--- src/rtl/addsub_pkg.sv ---
// Shared types and constants for the nibble-serial add/subtract sequencer.
// Saturation helpers are used only when ADDSUB_SAT_EN is defined.
package addsub_pkg;

   localparam int SLICE_W   = 4;
   localparam int SAT_MAX_W = 64;

   typedef enum logic [1:0] {
      IDLE = 2'd0,
      RUN  = 2'd1,
      DONE = 2'd2
   } state_e;

   function automatic int num_slices(input int width);
      return width / SLICE_W;
   endfunction

   // Largest signed value of the given width, zero-extended to SAT_MAX_W bits.
   function automatic logic [SAT_MAX_W-1:0] sat_max(input int width);
      logic [SAT_MAX_W-1:0] v;
      v = {SAT_MAX_W{1'b0}};
      for (int i = 0; i < SAT_MAX_W; i++) begin
         if (i < width - 1) begin
            v[i] = 1'b1;
         end else begin
            v[i] = 1'b0;
         end
      end
      return v;
   endfunction

   // Smallest signed value of the given width, zero-extended to SAT_MAX_W bits.
   function automatic logic [SAT_MAX_W-1:0] sat_min(input int width);
      logic [SAT_MAX_W-1:0] v;
      v = {SAT_MAX_W{1'b0}};
      for (int i = 0; i < SAT_MAX_W; i++) begin
         if (i == width - 1) begin
            v[i] = 1'b1;
         end else begin
            v[i] = 1'b0;
         end
      end
      return v;
   endfunction

endpackage

--- src/rtl/addsub_slice.sv ---
// Combinational 4-bit add/subtract slice with explicit carry-in.
// Exposes the carry into the MSB so the caller can derive signed overflow.
module addsub_slice
   import addsub_pkg::*;
(
   input  logic [SLICE_W-1:0] a4,
   input  logic [SLICE_W-1:0] b4,
   input  logic               m,
   input  logic               cin,
   output logic [SLICE_W-1:0] s4,
   output logic               cout,
   output logic               c3
);

   logic [SLICE_W-1:0] bx_s;
   logic [SLICE_W:0]   c_s;

   // Ripple add of A and conditionally inverted B
   always_comb begin
      bx_s   = b4 ^ {SLICE_W{m}};
      c_s    = {(SLICE_W+1){1'b0}};
      s4     = {SLICE_W{1'b0}};
      c_s[0] = cin;
      for (int i = 0; i < SLICE_W; i++) begin
         s4[i]    = a4[i] ^ bx_s[i] ^ c_s[i];
         c_s[i+1] = (a4[i] & bx_s[i]) | (a4[i] & c_s[i]) | (bx_s[i] & c_s[i]);
      end
   end

   assign cout = c_s[SLICE_W];
   assign c3   = c_s[SLICE_W-1];

endmodule

--- src/rtl/addsub_seq_ctrl.sv ---
// WIDTH-bit add/subtract sequenced through one shared 4-bit slice, LSB nibble first.
// Define ADDSUB_SAT_EN to clamp overflowing results and add the sat output.
module addsub_seq_ctrl
   import addsub_pkg::*;
#(
   parameter int WIDTH = 16
) (
   input  logic             clk,
   input  logic             rst_n,
   input  logic             in_valid,
   output logic             in_ready,
   input  logic [WIDTH-1:0] a,
   input  logic [WIDTH-1:0] b,
   input  logic             m,
   output logic             out_valid,
   input  logic             out_ready,
   output logic [WIDTH-1:0] result,
   output logic             cout,
   output logic             ovf,
`ifdef ADDSUB_SAT_EN
   output logic             sat,
`endif
   output logic             busy
);

   localparam int N     = num_slices(WIDTH);
   localparam int IDX_W = $clog2(N);
   localparam logic [IDX_W-1:0] LAST_IDX = IDX_W'(N - 1);

`ifdef ADDSUB_SAT_EN
   localparam logic [SAT_MAX_W-1:0] SAT_MAX_FULL = sat_max(WIDTH);
   localparam logic [SAT_MAX_W-1:0] SAT_MIN_FULL = sat_min(WIDTH);
   localparam logic [WIDTH-1:0]     SAT_MAX      = SAT_MAX_FULL[WIDTH-1:0];
   localparam logic [WIDTH-1:0]     SAT_MIN      = SAT_MIN_FULL[WIDTH-1:0];
   logic sat_d, sat_q;
`endif

   state_e             state_d, state_q;
   logic [WIDTH-1:0]   a_d, a_q, b_d, b_q, result_d, result_q;
   logic               m_d, m_q, carry_d, carry_q;
   logic [IDX_W-1:0]   idx_d, idx_q;
   logic               cout_d, cout_q, ovf_d, ovf_q;
   logic               in_ready_d, in_ready_q, out_valid_d, out_valid_q, busy_d, busy_q;

   int                 nib_base_s;
   logic [SLICE_W-1:0] slice_s4;
   logic               slice_cout, slice_c3;

   assign nib_base_s = int'(idx_q) * SLICE_W;

   addsub_slice u_slice (
      .a4   (a_q[nib_base_s +: SLICE_W]),
      .b4   (b_q[nib_base_s +: SLICE_W]),
      .m    (m_q),
      .cin  (carry_q),
      .s4   (slice_s4),
      .cout (slice_cout),
      .c3   (slice_c3)
   );

   // Next-state, datapath update and registered-output decode
   always_comb begin
      state_d  = state_q;
      a_d      = a_q;
      b_d      = b_q;
      m_d      = m_q;
      idx_d    = idx_q;
      carry_d  = carry_q;
      result_d = result_q;
      cout_d   = cout_q;
      ovf_d    = ovf_q;
`ifdef ADDSUB_SAT_EN
      sat_d    = sat_q;
`endif
      case (state_q)
         IDLE: begin
            if (in_valid) begin
               a_d     = a;
               b_d     = b;
               m_d     = m;
               idx_d   = {IDX_W{1'b0}};
               carry_d = m;
               state_d = RUN;
            end else begin
               state_d = IDLE;
            end
         end
         RUN: begin
            result_d[nib_base_s +: SLICE_W] = slice_s4;
            carry_d = slice_cout;
            if (idx_q == LAST_IDX) begin
               idx_d   = {IDX_W{1'b0}};
               cout_d  = slice_cout;
               ovf_d   = slice_c3 ^ slice_cout;
               state_d = DONE;
`ifdef ADDSUB_SAT_EN
               // Overflow direction follows A's sign: only same-sign operands can overflow.
               if (slice_c3 ^ slice_cout) begin
                  sat_d = 1'b1;
                  if (a_q[WIDTH-1]) begin
                     result_d = SAT_MIN;
                  end else begin
                     result_d = SAT_MAX;
                  end
               end else begin
                  sat_d = 1'b0;
               end
`endif
            end else begin
               idx_d = idx_q + IDX_W'(1);
            end
         end
         DONE: begin
            if (out_ready) begin
               state_d = IDLE;
            end else begin
               state_d = DONE;
            end
         end
         default: begin
            state_d = IDLE;
         end
      endcase
      in_ready_d  = (state_d == IDLE);
      out_valid_d = (state_d == DONE);
      busy_d      = (state_d != IDLE);
   end

   // Sequencer state, operands and result registers
   always_ff @(posedge clk or negedge rst_n) begin
      if (!rst_n) begin
         state_q     <= IDLE;
         a_q         <= {WIDTH{1'b0}};
         b_q         <= {WIDTH{1'b0}};
         m_q         <= 1'b0;
         idx_q       <= {IDX_W{1'b0}};
         carry_q     <= 1'b0;
         result_q    <= {WIDTH{1'b0}};
         cout_q      <= 1'b0;
         ovf_q       <= 1'b0;
         in_ready_q  <= 1'b1;
         out_valid_q <= 1'b0;
         busy_q      <= 1'b0;
`ifdef ADDSUB_SAT_EN
         sat_q       <= 1'b0;
`endif
      end else begin
         state_q     <= state_d;
         a_q         <= a_d;
         b_q         <= b_d;
         m_q         <= m_d;
         idx_q       <= idx_d;
         carry_q     <= carry_d;
         result_q    <= result_d;
         cout_q      <= cout_d;
         ovf_q       <= ovf_d;
         in_ready_q  <= in_ready_d;
         out_valid_q <= out_valid_d;
         busy_q      <= busy_d;
`ifdef ADDSUB_SAT_EN
         sat_q       <= sat_d;
`endif
      end
   end

   assign in_ready  = in_ready_q;
   assign out_valid = out_valid_q;
   assign busy      = busy_q;
   assign result    = result_q;
   assign cout      = cout_q;
   assign ovf       = ovf_q;
`ifdef ADDSUB_SAT_EN
   assign sat       = sat_q;
`endif

endmodule

--- config.mk ---
export PLATFORM = sky130hd
export DESIGN_NAME = addsub_seq_ctrl
export DESIGN_NICKNAME = d
export VERILOG_FILES = /design/src/rtl/addsub_pkg.sv /design/src/rtl/addsub_slice.sv /design/src/rtl/addsub_seq_ctrl.sv
export SDC_FILE = /design/constraint.sdc
export NUM_CORES = 1
export LEC_CHECK = 0
export BUFFER_PORTS_ARGS = -buffer_cell sky130_fd_sc_hd__buf_4
export CAP_MARGIN = 20
export CORE_MARGIN = 1.5
export CORE_UTILIZATION = 35
export DETAILED_ROUTE_END_ITERATION = 8
export PLACE_DENSITY = 0.54
export SYNTH_ARGS = -nofsm -noshare
export SYNTH_HDL_FRONTEND = slang
export SYNTH_SLANG_ARGS = --single-unit
export TNS_END_PERCENT = 5
--- constraint.sdc ---
create_clock -name clk -period 4.4 [get_ports clk]
set_input_delay 0.66 -clock clk [delete_from_list [all_inputs] [get_ports clk]]
set_output_delay 0.66 -clock clk [all_outputs]
set_load 0.02 [all_outputs]
# Word level (Yosys, flattened, before mapping)
# Index checks and enable logic that the tools add are counted.
[classes]
n_reduce_logical = 7
shifts = 4
n_bitwise = 30
add_sub_neg = 2
n_mux = 10
eq_ne = 5
[op_table]
columns = ["cell", "count"]
rows = [
  ["4-bit negator with 33-bit output", 1],
  ["4-bit by 33-bit variable shift with 16-bit output, first input constant", 1],
  ["4-bit by 33-bit variable part select with 16-bit output", 1],
  ["16-bit by 5-bit variable part select with 4-bit output", 2],
  ["16-bit bitwise mux", 1],
  ["1-bit bitwise AND", 12],
  ["1-bit bitwise XOR", 9],
  ["2-bit two-way mux", 4],
  ["1-bit bitwise OR", 8],
  ["2-bit == test, second input constant", 3],
  ["2-bit one-hot mux with 3 select lines", 1],
  ["2-bit AND reduction", 3],
  ["2-bit logical NOT", 2],
  ["2-bit one-hot mux with 2 select lines", 1],
  ["2-bit nonzero test", 2],
  ["4-bit bitwise XOR", 1],
  ["2-bit by 1-bit adder with 2-bit output, second input constant", 1],
  ["2-bit by 1-bit == test with 1-bit output, second input constant", 1],
  ["1-bit two-way mux", 2],
  ["2-bit != test, second input constant", 1],
  ["1-bit one-hot mux with 2 select lines", 1],
]
[word_totals]
register_bits = 59
wordCells = 70
in_bits = 37
out_inout_bits = 21

# Logic depth before layout (Yosys ltp)
# Gate-level depths: netlist (run 1).
[logic_depth]
ltp_word = 15
mapped_depth = 11

# By module
# From an unflattened synthesis (run 1), not the netlist that was laid out.
[unflattened]
hier_cells = 204
hier_area_um2 = 2846.5
[by_module_without_submodules]
columns = ["mod", "instances", "cells_per_inst", "seq_area_each_um2", "area_each_um2"]
rows = [
  ["addsub_seq_ctrl", 1, 189, 1477.7, 2700.1],
  ["addsub_slice", 1, 15, 0.0, 146.4],
]

# Worst setup path before layout (run 1)
# OpenSTA, ideal clock, no wires.
[synth_path]
path_type = "register to register"
start = "reg idx_q[0]"
end = "reg ovf_q (netlist: ovf)"
stages_incl_launch_ff = 12
arrival_ns = 2.950
period_less_slack_ns = 3.080
path_slack_ns = 1.320
setup_time_ns = 0.130
path_cell_list = "dfrtp_1 -> buf_6 -> mux4_2 -> xnor2_1 -> fa_1 -> inv_1 -> fa_1 -> inv_1 -> fa_1 -> fa_1 -> xnor2_1 -> o21ai_0"
[synth_via]
elab_chain_len = 15
word_cells_on_any_way = 26
[synth_rtl]
columns = ["item", "line", "rtl"]
rows = [
  ["from (decl)", "addsub_seq_ctrl.sv:41", "logic [IDX_W-1:0] idx_d, idx_q;"],
  ["from (signal assigned)", "addsub_seq_ctrl.sv:136", "idx_q <= {IDX_W{1'b0}};"],
  ["from (signal assigned)", "addsub_seq_ctrl.sv:152", "idx_q <= idx_d;"],
  ["16-bit by 5-bit variable part select with 4-bit output", "addsub_seq_ctrl.sv:53", ".b4 (b_q[nib_base_s +: SLICE_W]),"],
  ["4-bit bitwise XOR", "addsub_slice.sv:20", "bx_s = b4 ^ {SLICE_W{m}};"],
  ["1-bit bitwise AND", "addsub_slice.sv:26", "c_s[i+1] = (a4[i] & bx_s[i]) | (a4[i] & c_s[i]) | (bx_s[i] & c_s[i]);"],
  ["1-bit bitwise OR (2 in a row)", "addsub_slice.sv:26", ""],
  ["1-bit bitwise AND", "addsub_slice.sv:26", ""],
  ["1-bit bitwise OR (2 in a row)", "addsub_slice.sv:26", ""],
  ["1-bit bitwise AND", "addsub_slice.sv:26", ""],
  ["1-bit bitwise OR (2 in a row)", "addsub_slice.sv:26", ""],
  ["1-bit bitwise AND", "addsub_slice.sv:26", ""],
  ["1-bit bitwise OR (2 in a row)", "addsub_slice.sv:26", ""],
  ["1-bit bitwise XOR", "addsub_seq_ctrl.sv:94", "ovf_d = slice_c3 ^ slice_cout;"],
  ["to (signal assigned)", "addsub_seq_ctrl.sv:156", "ovf_q <= ovf_d;"],
  ["to (decl)", "addsub_seq_ctrl.sv:42", "logic cout_d, cout_q, ovf_d, ovf_q;"],
]
# Parallel ways exist; a longest one is shown, timed or not.
# A chain may end at the register's enable or synchronous reset.

# Worst setup path after layout (run 1)
[layout_path]
start = "reg idx_q[1]"
end = "reg carry_q"
[layout_via]
elab_chain_len = 15
word_cells_on_any_way = 24
[layout_rtl]
columns = ["item", "line", "rtl"]
rows = [
  ["16-bit by 5-bit variable part select with 4-bit output", "addsub_seq_ctrl.sv:53", ""],
  ["4-bit bitwise XOR", "addsub_slice.sv:20", ""],
  ["1-bit bitwise AND", "addsub_slice.sv:26", ""],
  ["1-bit bitwise OR (2 in a row)", "addsub_slice.sv:26", ""],
  ["1-bit bitwise AND", "addsub_slice.sv:26", ""],
  ["1-bit bitwise OR (2 in a row)", "addsub_slice.sv:26", ""],
  ["1-bit bitwise AND", "addsub_slice.sv:26", ""],
  ["1-bit bitwise OR (2 in a row)", "addsub_slice.sv:26", ""],
  ["1-bit bitwise AND", "addsub_slice.sv:26", ""],
  ["1-bit bitwise OR", "addsub_slice.sv:26", ""],
  ["1-bit bitwise OR *", "addsub_slice.sv:26", ""],
  ["1-bit one-hot mux with 2 select lines *", "addsub_seq_ctrl.sv:75", "case (state_q)"],
  ["to (signal assigned)", "addsub_seq_ctrl.sv:153", "carry_q <= carry_d;"],
  ["to (decl)", "addsub_seq_ctrl.sv:40", "logic m_d, m_q, carry_d, carry_q;"],
]
# Every way passes the cells marked *; elsewhere a longest branch is shown, timed or not.

==> results of run 1 <==
[flip-flops by register name, summed over array words and instances, names as in the netlist]
signal     count
carry_q        1
idx_q          2
m_q            1
b_q           16
a_q           16
ovf            1
result        16
state_q        2
cout           1
busy           1
out_valid      1
in_ready       1
[worst max-delay path, cell delays in order (launching register included)]
cell and delay (ns):
dfrtp_1 0.65, mux4_2 0.39, xnor2_1 0.15, fa_1 0.36
inv_1 0.08, fa_1 0.17, inv_1 0.05, fa_1 0.42
fa_1 0.44, a21oi_1 0.17, o22a_1 0.15
[report_power, final]
| group | switching [W] | total, W | internal, W |
|---|---|---|---|
| combinational | 0.000799 | 0.00151 | 0.000710 |
| sequential | 0.000169 | 0.000962 | 0.000793 |
| clock | 0.000203 | 0.000437 | 0.000234 |
| total | 0.00117 | 0.00291 | 0.00174 |
[per-layer routing]
layer  up-vias  part of all wire  global-route usage  wire [um]
li1        797                 -                   -          -
met1       822              0.48              0.1800       2497
met2        55              0.45              0.2002       2348
met3        12             0.053             0.05193        277
met4         0             0.024             0.07031        128
met5         -                 0                   0          0
[cell families after synthesis]
logic type | Yosys count | synth area share
flops | 59 | 0.5437
mux | 41 | 0.2058
simple gates | 32 | 0.06860
compound gates | 24 | 0.06906
buf+inv | 18 | 0.03959
fa+ha+maj | 10 | 0.05709
xor+xnor | 5 | 0.01611
[per-stage QoR]
stage | setup slack, ns | hold slack, ns | area, um^2
after floorplan | 1.320 | 0.3644 | 2718
after global placement | 1.384 | 0.4645 | 3203
after detailed placement | 1.296 | 0.4716 | 3203
after CTS | 1.280 | 0.4114 | 3376
after global routing | 1.099 | 0.4471 | 3376
final | 1.314 | 0.3904 | 3376
[area by class of cell]
| class | count | share of cell area |
|---|---|---|
| clock buffers | 14 | 0.04818 |
| inverters | 9 | 0.01001 |
| multi-input cells | 112 | 0.3354 |
| well taps | 99 | 0.03669 |
| clock inverters | 2 | 0.002965 |
| repair buffers | 58 | 0.1290 |
| flip-flops and latches | 59 | 0.4377 |
[final timing paths]
path / start / to / slack, ns / cells after the start
setup reg to reg: idx_q[1]$_DFFE_PN0P_ / carry_q$_DFFE_PN0P_ / 1.31 / 10
hold reg to reg: result[13]$_DFFE_PN0P_ / result[13]$_DFFE_PN0P_ / 0.48 / 2
max in group asynchronous: rst_n / b_q[11]$_DFFE_PN0P_ / 3.53 / 1
min in group clk: result[13]$_DFFE_PN0P_ / result[13]$_DFFE_PN0P_ / 0.48 / 2
hold / removal: rst_n / result[7]$_DFFE_PN0P_ / 0.39 / 1
setup / recovery: idx_q[1]$_DFFE_PN0P_ / carry_q$_DFFE_PN0P_ / 1.31 / 10
[placed cells by master, fill, tap and decap left out, types with 2 or more instances in the layout]
cell	Yosys	layout
o21ai_0	3	3
o21ai_2	4	4
nor2_1	5	5
buf_4	0	58
a21oi_1	3	3
dfrtp_1	58	58
inv_1	8	8
clkinv_2	0	2
fa_1	4	4
clkbuf_1	1	3
mux4_1	2	2
nand4_1	3	3
nand2_1	14	14
nor2b_1	2	2
o2bb2ai_1	12	12
mux4_2	6	6
mux2_2	32	32
xnor2_1	4	4
clkbuf_8	0	11
ha_1	6	6
==> flow_metrics.py, run 1 <==
metrics = {
    "run_status": {
        "status": "finished clean",
    },
    "finish": {
        "fin_cells": 353,
        "nNetsFinal": 296,
        "final-seq-area_mm2": 0.001478,
        "syn_to_final_growth_pct": 24.22,
        "nFillCells": 703,
        "multi_input_area_mm2": 0.001132,
        "n_antenna_cell": 0,
        "fin_util": 0.4581,
        "layout-drive-gt1-share": 0.4724,
    },
    "logic_synthesis": {
        "netlist.area_leader.share": 0.5341,
        "synth-seq-cells": 59,
        "synth_area_mm2": 0.002718,
        "synth_top_cells_by_area": "dfrtp_1 (53%), mux2_2 (13%), mux4_2 (5.0%)",
        "yosysTopAreaCell": "dfrtp_1",
        "ys_async_sr_fraction": 1.000,
        "yosysWarnings": 0,
        "syn-num-nets": 236,
        "ys_seq_area_frac": 0.5437,
        "ys.flop_type": "dfrtp_1",
        "synth.most_common_cell": "dfrtp_1",
        "synth-edff-count": 0,
        "synthTopCellsByCount": "dfrtp_1 (58), mux2_2 (32), nand2_1 (14)",
        "synth.distinct_cells": 34,
        "synth_area_per_cell_um2": 14.38,
        "syn-instance-count": 189,
    },
    "die": {
        "die_x_um": 91.12,
        "initial_core_util": 0.3688,
        "dieHeight_um": 91.12,
        "core_mm2": 0.007370,
        "ios": 58,
        "dieArea_mm2": 0.008302,
        "row_count": 31,
    },
    "clocking": {
        "holdBufCountCts": 0,
        "insertion_delay_ns": 0.33,
        "cts_tree": "yes",
        "path_clk_slew_ns": 0.07,
        "clock_sink_count": 59,
        "clk_path_buf_depth": 2,
        "numCtsBuffers": 9,
        "h-tree-depth": 3,
        "ctsResizeCount": 0,
        "postCtsSetupBuffers": 0,
        "root_buffer": "clkbuf_8",
    },
    "power_and_ir_drop": {
        "power_leakage_nw": 1.558,
        "total_power_w": 0.002908,
        "irDropWorstVdd_mv": 0.3717,
        "power_density_mw_per_mm2": 861.6,
    },
    "grt": {
        "grt_pass1_wl_mm": 8.707,
        "antenna_found_initial": 0,
        "grt_remaining_overflow": 0,
        "grt_start_max_net_pins": 60,
        "grt_usage": 0.1383,
        "grt_pass1_vias": 1734,
    },
    "drt": {
        "num_vias": 1686,
        "drt_iter0_drc": 41,
        "drtAntennaViolNets": 0,
        "vias_per_cell": 4.776,
        "wl_mm": 5.251,
        "wire_per_inst_um": 14.88,
        "drt-pass1-iter-count": 4,
        "drc": 0,
    },
    "critical_path": {
        "critPathRequiredTime_ns": 4.67,
        "cp_max_fo": 12,
        "startpoint_type": "register",
        "arrival_ns": 3.36,
        "endpoint_kind": "register",
        "crit_type": "reg2reg",
    },
    "placed_design": {
        "io_buffers": 57,
        "dp_hpwl_mm": 3.660,
        "place_congestion": 0.7448,
        "numPlacedInstances": 337,
    },
    "timing": {
        "period_needed_ns": 3.086,
        "fmax_mhz": 324.1,
        "hold_viol": 0,
        "drv_slew": 0,
        "rsz0062_at_grt": "no",
        "finalSetupTns_ns": 0,
        "finalCritPeriodShare": 0.7013,
        "maxSlewHeadroom": 0.3914,
        "skew_ns": 0.006189,
        "worst_slew_pin_slew_ns": 0.9108,
        "setup_viol_count_final": 0,
    },
    "hold_path": {
        "hold_path_class": "in2async",
    },
    "flow_run": {
        "cap_violations": 0,
    },
}
No activity file was read; power rests on OpenSTA's default activity.
==> run 2, diff against run 1 <==
==> constraint.sdc (replaced) <==
create_clock -name clk -period 3.07 [get_ports clk]
set_input_delay 0.4605 -clock clk [delete_from_list [all_inputs] [get_ports clk]]
set_output_delay 0.4605 -clock clk [all_outputs]
set_load 0.02 [all_outputs]
==> run 2 against run 1 <==
Cell count increased by 0.85%; count of clock-buffer cells in the layout decreased by 2; clock power increased by 84%; design area increased by 2.3%; global-route usage increased by 0.48 points; wire length increased by 0.86%; power increased by 49%; worst hold slack got worse by 0.22 ns; critical path depth unchanged; sequential power increased by 41%; worst setup slack got worse by 1.1 ns; largest cell class unchanged; highest routed layer unchanged.
==> flow_metrics.py, run 2 (synthesis results as in run 1) <==
metrics = {
    "run_status": {
        "status": "finished clean",
    },
    "die": {
        "die_x_um": 91.12,
        "initial_core_util": 0.3688,
        "ios": 58,
        "row_count": 31,
        "core_mm2": 0.007370,
        "dieHeight_um": 91.12,
        "dieArea_mm2": 0.008302,
    },
    "finish": {
        "layout_commonest_cell": "buf_4",
        "syn_to_final_growth_pct": 27.12,
        "layout-drive-gt1-share": 0.4903,
        "nNetsFinal": 299,
        "final_cell_area_mm2": 0.003455,
        "final-seq-area_mm2": 0.001479,
        "nFillCells": 719,
        "final_cell_mix": "buf_4 (61), dfrtp_1 (57), mux2_2 (32)",
        "n_antenna_cell": 0,
        "multi_input_area_mm2": 0.001132,
    },
    "timing": {
        "holdWs_ns": 0.1688,
        "setup_viol_count_final": 0,
        "drv_slew": 0,
        "skew_ns": 0.01205,
        "worst_slew_pin_slew_ns": 0.7269,
        "finalCritPeriodShare": 0.9428,
        "maxSlewHeadroom": 0.5154,
        "fmax_mhz": 345.5,
        "hold_viol": 0,
        "rsz0062_at_grt": "no",
        "fin_ws_ns": 0.1755,
        "period_needed_ns": 2.894,
        "finalSetupTns_ns": 0,
    },
    "placed_design": {
        "place_congestion": 0.7337,
        "post_dp_cell_area_mm2": 0.003227,
        "pre_cts_ws_ns": 0.1485,
        "io_buffers": 57,
        "dp_hpwl_mm": 3.835,
    },
    "power_and_ir_drop": {
        "power_density_mw_per_mm2": 1257,
        "total_power_w": 0.004341,
        "clkPwrFrac": 0.185,
        "switching_share": 0.3854,
        "p_seq_frac": 0.312,
        "irDropWorstVdd_mv": 0.5240,
        "p_switching_w": 0.001673,
        "combPwrFrac": 0.503,
        "power_leakage_nw": 1.594,
        "p_int_w": 0.002668,
    },
    "critical_path": {
        "crit_slowest_cell": "mux4_2",
        "cp_max_fo": 3,
        "arrival_ns": 3.15,
        "startpoint_type": "register",
        "crit_type": "reg2reg",
        "path_cells": "mux4_2, xnor2_1, fa_1, inv_1, fa_1, inv_1, fa_1, fa_1, xnor2_1, o21ai_0",
        "critPathRequiredTime_ns": 3.32,
        "critPathMostFrequentCell": "fa_1",
        "endpoint_kind": "register",
        "critPathMaxStageDelay_ns": 0.50,
    },
    "clocking": {
        "path_clk_slew_ns": 0.07,
        "root_buffer": "clkbuf_8",
        "numCtsBuffers": 9,
        "insertion_delay_ns": 0.34,
        "holdBufCountCts": 0,
        "postCtsSetupBuffers": 0,
        "h-tree-depth": 3,
        "clock_sink_count": 59,
        "clk_path_buf_depth": 2,
        "cts_tree": "yes",
        "ctsResizeCount": 0,
    },
    "drt": {
        "vias_per_cell": 4.744,
        "num_vias": 1689,
        "wire_per_inst_um": 14.88,
        "drtAntennaViolNets": 0,
        "drt_iter0_drc": 29,
        "drt-pass1-iter-count": 4,
        "wl_mm": 5.296,
        "drc": 0,
    },
    "grt": {
        "grt_pass1_vias": 1779,
        "grt_remaining_overflow": 0,
        "grt_pass1_wl_mm": 9.004,
        "grt_usage": 0.1431,
        "antenna_found_initial": 0,
        "grt_start_max_net_pins": 60,
    },
    "hold_path": {
        "hold_path_class": "in2async",
    },
    "flow_run": {
        "cap_violations": 0,
    },
}
run 2: cell type report:
type	count	area share
Sequential cell	59	0.4281
Multi-Input combinational cell	112	0.3278
Clock inverter	4	0.02101
Tap cell	99	0.03586
Timing Repair Buffer	61	0.1326
Clock buffer	12	0.04491
Inverter	9	0.009779
run 2: layer usage:
layer	share of wire	routed length, um	up-vias	global-route usage
li1	-	-	810	-
met5	0	0	-	0
met1	0.46	2427	829	0.1898
met4	0.016	84	0	0.06250
met2	0.47	2490	43	0.2146
met3	0.055	293	7	0.04523
run 2: worst max-delay path: cells and delay by family, from the launching register on:
| family | cells | cell delay [ns] |
|---|---|---|
| adder cells (fa/ha/maj) | 4 | 1.37 |
| buffers and inverters | 2 | 0.13 |
| XOR/XNOR | 2 | 0.29 |
| multiplexers | 1 | 0.50 |
| flip-flops | 1 | 0.37 |
| AO/OA/AOI/OAI | 1 | 0.16 |
run 2: final timing paths:
| check | start | to | slack (ns) | cells after the start |
|---|---|---|---|---|
| worst min register to register | result[13]$_DFFE_PN0P_ | result[13]$_DFFE_PN0P_ | 0.48 | 2 |
| worst min-delay path | rst_n | result[9]$_DFFE_PN0P_ | 0.17 | 1 |
| min in group clk | a[2] | a_q[2]$_DFFE_PN0P_ | 0.34 | 2 |
| worst max register to register | idx_q[0]$_DFFE_PN0P_ | ovf$_DFFE_PN0P_ | 0.18 | 10 |
| max in group asynchronous | rst_n | idx_q[0]$_DFFE_PN0P_ | 2.36 | 1 |
| worst max-delay path | idx_q[0]$_DFFE_PN0P_ | ovf$_DFFE_PN0P_ | 0.18 | 10 |
run 2: power by group through the flow:
stage	sequential [W]	combinational, W	clock (W)
after global placement	0.00138	0.00222	0
after detailed placement	0.00138	0.00226	0
after global routing	0.00141	0.00244	0.000866
final	0.00136	0.00218	0.000802
after floorplan	0.00140	0.00154	0
after CTS	0.00136	0.00227	0.000826
run 2: metrics by stage:
| stage | utilization | std cells |
|---|---|---|
| finish | 0.4688 | 356 |
| global route | 0.4688 | 356 |
| detailed placement | 0.4379 | 340 |
| floorplan | - | 189 |
| global placement | 0.4379 | 340 |
| CTS | 0.4688 | 356 |
==> run 3, diff against run 2 <==
--- a/config.mk
+++ b/config.mk
@@ -10,7 +10,6 @@
 export CORE_MARGIN = 1.5
 export CORE_UTILIZATION = 35
 export DETAILED_ROUTE_END_ITERATION = 8
-export PLACE_DENSITY = 0.54
 export SYNTH_ARGS = -nofsm -noshare
 export SYNTH_HDL_FRONTEND = slang
 export SYNTH_SLANG_ARGS = --single-unit
==> constraint.sdc (replaced) <==
create_clock -name clk -period 3.15 [get_ports clk]
set_input_delay 0.4725 -clock clk [delete_from_list [all_inputs] [get_ports clk]]
set_output_delay 0.4725 -clock clk [all_outputs]
set_load 0.02 [all_outputs]
==> run 3 against run 2 <==
Worst hold slack improved by 0.012 ns; clock skew decreased by 0.0059 ns; die area is the same; cell count shrank 0.56%; design area shrank 1.6%; worst setup slack gained 0.068 ns; register-to-register slack better by 0.07 ns; via count is 0.89% lower; sequential power hardly changed; largest cell class unchanged; largest power group unchanged.
==> flow_metrics.py, run 3 (synthesis results as in run 1) <==
metrics = {
    "critical_path": {
        "startpoint_type": "register",
        "cp_num_buf_inv": 2,
        "endpoint_kind": "register",
        "arrival_ns": 3.13,
        "path_cells": "mux4_2, xnor2_1, fa_1, inv_1, fa_1, inv_1, fa_1, fa_1, xnor2_1, o21ai_0",
        "cp_max_fo": 3,
        "critPathMaxStageDelay_ns": 0.51,
        "cp_num_cells": 10,
        "crit_family": "adder cells",
        "critPathMostFrequentCell": "fa_1",
        "crit_type": "reg2reg",
        "critPathRequiredTime_ns": 3.37,
        "crit_slowest_cell": "mux4_2",
        "reg2regPathDepth": 10,
    },
    "timing": {
        "finalSetupTns_ns": 0,
        "setup_viol_count_final": 0,
        "hold_viol": 0,
        "rsz0062_at_grt": "no",
        "skew_ns": 0.006096,
        "finalCritPeriodShare": 0.9228,
        "maxSlewHeadroom": 0.3782,
        "period_needed_ns": 2.907,
        "worst_slew_pin_slew_ns": 0.9305,
        "drv_slew": 0,
        "fmax_mhz": 344.0,
    },
    "clocking": {
        "ctsResizeCount": 0,
        "holdBufCountCts": 0,
        "path_clk_slew_ns": 0.07,
        "clock_sink_count": 59,
        "clk_path_buf_depth": 2,
        "root_buffer": "clkbuf_8",
        "cts_tree": "yes",
        "postCtsSetupBuffers": 0,
        "insertion_delay_ns": 0.35,
        "numCtsBuffers": 9,
        "h-tree-depth": 3,
    },
    "power_and_ir_drop": {
        "irDropWorstVdd_mv": 0.8406,
        "power_leakage_nw": 1.572,
        "power_density_mw_per_mm2": 1200,
    },
    "grt": {
        "grt_pass1_wl_mm": 8.714,
        "grt_pass1_vias": 1721,
        "antenna_found_initial": 0,
        "grt_usage": 0.1376,
        "grt_remaining_overflow": 0,
        "grt_start_max_net_pins": 60,
    },
    "die": {
        "dieArea_mm2": 0.008302,
        "dieHeight_um": 91.12,
        "ios": 58,
        "core_mm2": 0.007370,
        "row_count": 31,
        "die_x_um": 91.12,
        "initial_core_util": 0.3688,
    },
    "finish": {
        "layout_commonest_cell": "buf_4",
        "fin_util": 0.4613,
        "final_cell_mix": "buf_4 (60), dfrtp_1 (58), mux2_2 (32)",
        "nFillCells": 690,
        "layout-drive-gt1-share": 0.4863,
        "n_antenna_cell": 0,
        "syn_to_final_growth_pct": 25.09,
        "nNetsFinal": 298,
        "multi_input_area_mm2": 0.001132,
        "final-seq-area_mm2": 0.001478,
    },
    "flow_run": {
        "cap_violations": 0,
    },
    "run_status": {
        "status": "finished clean",
    },
    "drt": {
        "drt_iter0_drc": 54,
        "vias_per_cell": 4.729,
        "drc": 0,
        "drt-pass1-iter-count": 4,
        "wire_per_inst_um": 14.80,
        "wl_mm": 5.238,
        "drtAntennaViolNets": 0,
        "num_vias": 1674,
    },
    "hold_path": {
        "hold_path_class": "in2async",
    },
    "placed_design": {
        "io_buffers": 57,
        "dp_hpwl_mm": 3.763,
        "place_congestion": 0.7099,
    },
}
## run 3: cell types whose count changed in the layout (fill, tap and decap cells not counted), sizes merged
cell / before / now
bufinv: 2 / 1
clkinv: 1 / 4
clkbuf: 12 / 9
buf: 61 / 60
## run 3: final timing paths
path / from / to / slack (ns)
max reg2reg: idx_q[0]$_DFFE_PN0P_ / ovf$_DFFE_PN0P_ / 0.24
max in group asynchronous: rst_n / b_q[14]$_DFFE_PN0P_ / 2.49
min: rst_n / result[0]$_DFFE_PN0P_ / 0.18
min in group clk: a[2] / a_q[2]$_DFFE_PN0P_ / 0.34
min reg2reg: result[13]$_DFFE_PN0P_ / result[13]$_DFFE_PN0P_ / 0.48
max: idx_q[0]$_DFFE_PN0P_ / ovf$_DFFE_PN0P_ / 0.24
## run 3: layer usage
metal,track usage,vias to the layer above,share of wire
met5,0,-,0
met4,0.05469,0,0.014
met3,0.04690,9,0.056
met2,0.2002,48,0.45
met1,0.1880,823,0.48
li1,-,794,-
## run 3: worst register-to-register path, delay by kind of cell (launching register included)
kind / cells / cell delay, ns
AOI/OAI and AO/OA: 1 / 0.08
xor gates and xnor gates: 2 / 0.33
adders and majority gates: 4 / 1.38
buffers and inverters: 2 / 0.12
DFF: 1 / 0.37
muxes: 1 / 0.51
## run 3: layout make-up
class | instances | share of cell area
tap | 99 | 0.03644
multi-input combinational | 112 | 0.3331
clock inverter | 6 | 0.01693
clock buffer | 9 | 0.03644
timing repair buffer | 60 | 0.1325
sequential | 59 | 0.4347
inverter | 9 | 0.009937
## run 3: report_power, final
group          internal [W]  switching (W)  total, W
sequential          0.00111       0.000219   0.00133
combinational      0.000996        0.00110   0.00210
clock              0.000354       0.000299  0.000653
## run 3: through the flow
stage / instance area, um^2 / instances / hold slack (ns) / worst slack, ns / power [W]
floorplan: 2718 / 189 / 0.1769 / 0.06969 / 0.002865
global placement: 3218 / 339 / 0.4690 / 0.2875 / 0.003457
detailed placement: 3218 / 339 / 0.4712 / 0.2372 / 0.003482
CTS: 3400 / 354 / 0.2103 / 0.2297 / 0.004145
global route: 3400 / 354 / 0.2431 / 0.1040 / 0.004368
finish: 3400 / 354 / 0.1811 / 0.2431 / 0.004079
